File: src/rtl/mul_seq_16bit.sv
// rtl/mul_seq_16bit.sv - sequential 16x16 shift-and-add multiplier built around adder_16bit

// Combinational 16-bit adder stage with status flags.
module adder_16bit (
    input  logic [15:0] X,
    input  logic [15:0] Y,
    output logic [15:0] Z,
    output logic        carry,
    output logic        sign,
    output logic        zero,
    output logic        parity,
    output logic        overflow
);

    // Unsigned sum with carry-out, plus flags derived from the 16-bit result.
    always_comb begin
        {carry, Z} = {1'b0, X} + {1'b0, Y};
        sign       = Z[15];
        zero       = (Z == 16'h0000);
        parity     = ^Z;
        overflow   = (X[15] == Y[15]) && (Z[15] != X[15]);
    end

endmodule

// Unsigned multiplier: one adder pass per clock, 16 passes per product.
module mul_seq_16bit (
    input  logic        clk,
    input  logic        rst_n,
    input  logic        start,
    input  logic [15:0] X,
    input  logic [15:0] Y,
    output logic [31:0] P,
    output logic        busy,
    output logic        done,
    output logic        zero,
    output logic        wide
);

    localparam logic [0:0] IDLE = 1'b0;
    localparam logic [0:0] RUN  = 1'b1;

    logic [0:0]  state;
    logic [15:0] a_reg;
    logic [15:0] h_reg;
    logic [15:0] l_reg;
    logic [4:0]  cnt;

    logic [15:0] sum;
    logic        sum_carry;
    logic        unused_sign;
    logic        unused_zero;
    logic        unused_parity;
    logic        unused_overflow;

    logic [15:0] h_next;
    logic [15:0] l_next;
    logic        last_iter;

    // High partial product plus latched multiplicand; only Z and carry are consumed.
    adder_16bit u_adder (
        .X        (h_reg),
        .Y        (a_reg),
        .Z        (sum),
        .carry    (sum_carry),
        .sign     (unused_sign),
        .zero     (unused_zero),
        .parity   (unused_parity),
        .overflow (unused_overflow)
    );

    // Next partial product: add-and-shift when the current multiplier bit is set,
    // shift only otherwise. The adder carry becomes the MSB, so nothing is lost.
    always_comb begin
        h_next = {1'b0, h_reg[15:1]};
        l_next = {h_reg[0], l_reg[15:1]};
        if (l_reg[0]) begin
            h_next = {sum_carry, sum[15:1]};
            l_next = {sum[0], l_reg[15:1]};
        end
        last_iter = (cnt == 5'd15);
    end

    // Control state, operand registers and iteration counter.
    always_ff @(posedge clk or negedge rst_n) begin
        if (!rst_n) begin
            state <= IDLE;
            a_reg <= 16'h0000;
            h_reg <= 16'h0000;
            l_reg <= 16'h0000;
            cnt   <= 5'd0;
        end else begin
            case (state)
                IDLE: begin
                    if (start) begin
                        a_reg <= X;
                        h_reg <= 16'h0000;
                        l_reg <= Y;
                        cnt   <= 5'd0;
                        state <= RUN;
                    end
                end
                RUN: begin
                    h_reg <= h_next;
                    l_reg <= l_next;
                    cnt   <= cnt + 5'd1;
                    if (last_iter) begin
                        state <= IDLE;
                    end
                end
                default: state <= IDLE;
            endcase
        end
    end

    // Result register and flags update only on the completing edge; done is a one-cycle pulse.
    always_ff @(posedge clk or negedge rst_n) begin
        if (!rst_n) begin
            P    <= 32'h0000_0000;
            zero <= 1'b1;
            wide <= 1'b0;
            done <= 1'b0;
        end else begin
            done <= 1'b0;
            if (state == RUN && last_iter) begin
                P    <= {h_next, l_next};
                zero <= ({h_next, l_next} == 32'h0000_0000);
                wide <= (h_next != 16'h0000);
                done <= 1'b1;
            end
        end
    end

    assign busy = (state == RUN);

endmodule

File: config.mk
export PLATFORM = sky130hd
export DESIGN_NAME = mul_seq_16bit
export DESIGN_NICKNAME = d
export VERILOG_FILES = /design/src/rtl/mul_seq_16bit.sv
export SDC_FILE = /design/constraint.sdc
export NUM_CORES = 1
export LEC_CHECK = 0
export CORE_MARGIN = 2
export CORE_UTILIZATION = 54
export CTS_BUF_LIST = sky130_fd_sc_hd__clkbuf_8 sky130_fd_sc_hd__clkbuf_16
export DETAILED_ROUTE_END_ITERATION = 10
export GPL_ROUTABILITY_DRIVEN = 0
export PLACE_DENSITY_LB_ADDON = 0.05
export SYNTH_ARGS = -nofsm -noshare
export SYNTH_HDL_FRONTEND = slang
export SYNTH_SLANG_ARGS = --single-unit
File: constraint.sdc
create_clock -name clk -period 3.8 [get_ports clk]
set_input_delay 0.38 -clock clk [delete_from_list [all_inputs] [get_ports clk]]
set_output_delay 0.38 -clock clk [all_outputs]
set_load 0.02 [all_outputs]
==> flow_summary.ini <==
[timing]
timing.final.crit_period_ns = 3.42
period_share_pct = 90.1
slew_viol_final = 0
slew_headroom_pct = 26.3
rsz0062_at_grt = false
finalSetupViolCount = 0
timing.fmax_ghz = 0.292
hold_viol = 0
setup_tns_ns = 0
finClkSkew_ns = 0.0101
tightest_slew_ns = 1.11

[die]
die-width_um = 96.6
fp.dieH_um = 96.6
start_util_pct = 56.1
io_pins = 71
rows = 33
dieArea_mm2 = 0.00933
core-area_mm2 = 0.00826

[clocking]
cts_root_buffer = clkbuf_8
postCtsHoldBufs = 0
cts_tree = done
path_clk_slew_ns = 0.09
cts_resized = 0
clk-insertion-delay-late_ns = 0.36
htree_levels = 3
cts_sinks = 89
cts_setup_buffers = 0
cts_buffer_depth = 2
cts_buffers = 9

[synth]
synth-xor-area-share_pct = 1.51
ys_seq_elements = 89
synth_adder_area_share_pct = 5.30
syn_inst = 489
synth_compound_area_share_pct = 16.1
syn_area_mm2 = 0.00463
synth_top_area_cell = dfrtp_1
yosys-mux-area-fraction_pct = 9.32
synth_cell_types = 50
synth_top_cell_area_share_pct = 47.6
synth_fp_nets = 543
synth_flop_cell = dfrtp_1
synth_top_family_by_area = simple AND/OR/NAND/NOR gates
avgSynthCellArea_um2 = 9.47
synth-simple-area-share_pct = 16.7
postSynth.asyncResetShare_pct = 100
synth-edff-count = 0
ys_warn_count = 0
synth_seq_area_share_pct = 48.1
ys_top_cells_by_area = dfrtp_1 (48%), nand2_1 (9.4%), mux2i_1 (5.2%)

[global_route]
first_global_vias = 3717
grt_max_degree = 90
grt_util_all_layers_pct = 24.1
grt_pass1_wl_um = 17600
antenna_found_initial = 0
grt_overflow = 0

[cells_and_area]
regMostFlops = P
nets = 606
largest_register_ffs = 32
drive_above_1_share_pct = 10.2
areaGrowthSynthToFinish_pct = 20.8
final_core_util_pct = 67.7
n_antenna_cell = 0

[setup_path]
regToRegEndpoint = wide
reg2reg_depth = 11
cp_top_family = simple AND/OR/NAND/NOR gates
endpoint_kind = flop
crit_start = h_reg[0]
critPathBufInv = 1
cp_max_fo = 3
arrival_ns = 3.68
critPathRequiredTime_ns = 4.06
crit_type = flop to flop
r2r_slack_ns = 0.38
crit_chain = ha_1 -> inv_1 -> fa_1 -> nand2b_1 -> a21oi_1 -> xor2_1 -> or4_4 -> a2111oi_2 -> nand4b_1 -> or4_4 -> o22a_1
cp-start-kind = flop
max_stage_delay_ns = 0.56
r2r-start = h_reg[0]
slowest_stage = or4_4
cp_common_cell = or4_4

[pwr]
total_power_w = 0.00519
clkPwrFrac_pct = 11.8
power-per-cell-area_mw_per_mm2 = 928
p_sw_w = 0.00227
leakage_nw = 2.55
switching_share_pct = 43.8
p_int_w = 0.00292
pwr-share-seq_pct = 33.2
peakVddDrop_mv = 0.561
comb_power_share_pct = 55.0

[routing]
routed_via_density = 5.64
vias = 3735
wirelength_um = 10200
ant_nets = 0
drcViolationCount = 0
post_drt_wl_per_cell_um = 15.5
drt_iter0_markers = 241
firstDrtPassIters = 5

[min_path]
min_path_type = primary input to async pin

[placed_design]
io_buffers = 70
dpl.hpwl_um = 7160

[job]
maxCapViolCount = 0

[run_status]
status = finished, final reports clean
==> kinds of logic (layout without fill, tap and decap cells) <==
kind of cell             count (synthesis)  in the layout
buffers and inverters                   37            105
multiplexers                            41             41
adder cells (fa/ha/maj)                 19             19
AO/OA/AOI/OAI                          116            116
flip-flops                              89             89
AND/OR/NAND/NOR                        179            179
XOR/XNOR                                 8              8
==> worst max path at each step <==
stage / endpoint / slack [ns] / cells past startpoint
5_1_grt: wide / 0.23 / 11
4_1_cts: wide / 0.37 / 11
2_1_floorplan: wide / 0.66 / 11
3_3_place_gp: wide / 0.49 / 11
3_5_place_dp: wide / 0.41 / 11
6_report: wide / 0.38 / 11
==> layout make-up <==
| type | instances | area [um^2] |
|---|---|---|
| clock buffers | 9 | 124 |
| clock inverters | 7 | 56.3 |
| fillers | 679 | 2660 |
| inverters | 13 | 48.8 |
| multi-input cells | 363 | 2260 |
| flip-flops and latches | 89 | 2230 |
| well taps | 105 | 131 |
| repair buffers | 76 | 743 |
==> cells in the final DEF, fill, tap and decap left out, types with 5 or more instances in the layout <==
cell type and instances:
clkdlybuf4s50_1 69, mux2i_1 24, dfrtp_1 88, and3_1 6, mux2_2 17, a21o_1 5
nor2_1 27, nor4_1 5, a21oi_1 23, nand2_1 116, o21ai_0 43, a31oi_1 6
clkbuf_8 9, a31o_2 11, buf_4 7, ha_1 18, inv_1 12
==> worst register-to-register path, delay by kind of cell, from the launching register on <==
kind	cells	cell delay, ns
flops	1	0.37
simple gates	4	1.44
xor+xnor	1	0.11
fa+ha+maj	2	0.59
compound gates	3	0.75
buf+inv	1	0.06
==> per-layer routing <==
layer  GRT usage [%]  vias to the layer above  part of all wire (%)
met3            3.72                       13                   3.4
met1            33.4                     1800                    47
met5               0                        -                     0
met4            6.34                        0                   1.5
met2            39.8                       79                    48
li1                -                     1843                     -
==> per-stage QoR <==
step           instance area [um^2]  worst slack, ns  std cells  hold slack (ns)
2_1_floorplan                  4630            0.661        489           0.0844
3_3_place_gp                   5410            0.495        646            0.457
3_5_place_dp                   5410            0.407        646            0.461
4_1_cts                        5590            0.372        662            0.264
5_1_grt                        5590            0.230        662            0.326
6_report                       5590            0.377        662            0.211
==> synthesized netlist by cell type (2+ instances only) <==
cell type,number
xnor2_1,4
nand2_1,116
ha_1,18
nor3_1,4
o21bai_1,2
nor2_1,27
nor4_1,5
mux2i_1,24
a211oi_1,3
xor2_1,4
nand4b_1,2
a21oi_1,23
nand4_1,2
nand2b_1,4
o22ai_1,4
inv_1,11
o211ai_1,3
o21a_1,4
o21ai_0,43
a21o_1,5
mux2_2,17
nor2b_1,3
dfrtp_1,88
buf_1,2
or4_4,2
and3_1,6
nand3_1,4
clkbuf_1,22
a31oi_1,6
a31o_2,11
==> power groups by stage <==
stage               Sequential, W  Combinational, W  Clock [W]
global placement          0.00173           0.00277          0
global route              0.00179           0.00320   0.000662
floorplan                 0.00187           0.00183          0
detailed placement        0.00175           0.00283          0
finish                    0.00173           0.00285   0.000610
CTS                       0.00173           0.00285   0.000618
(Power assumes the default switching activity.)
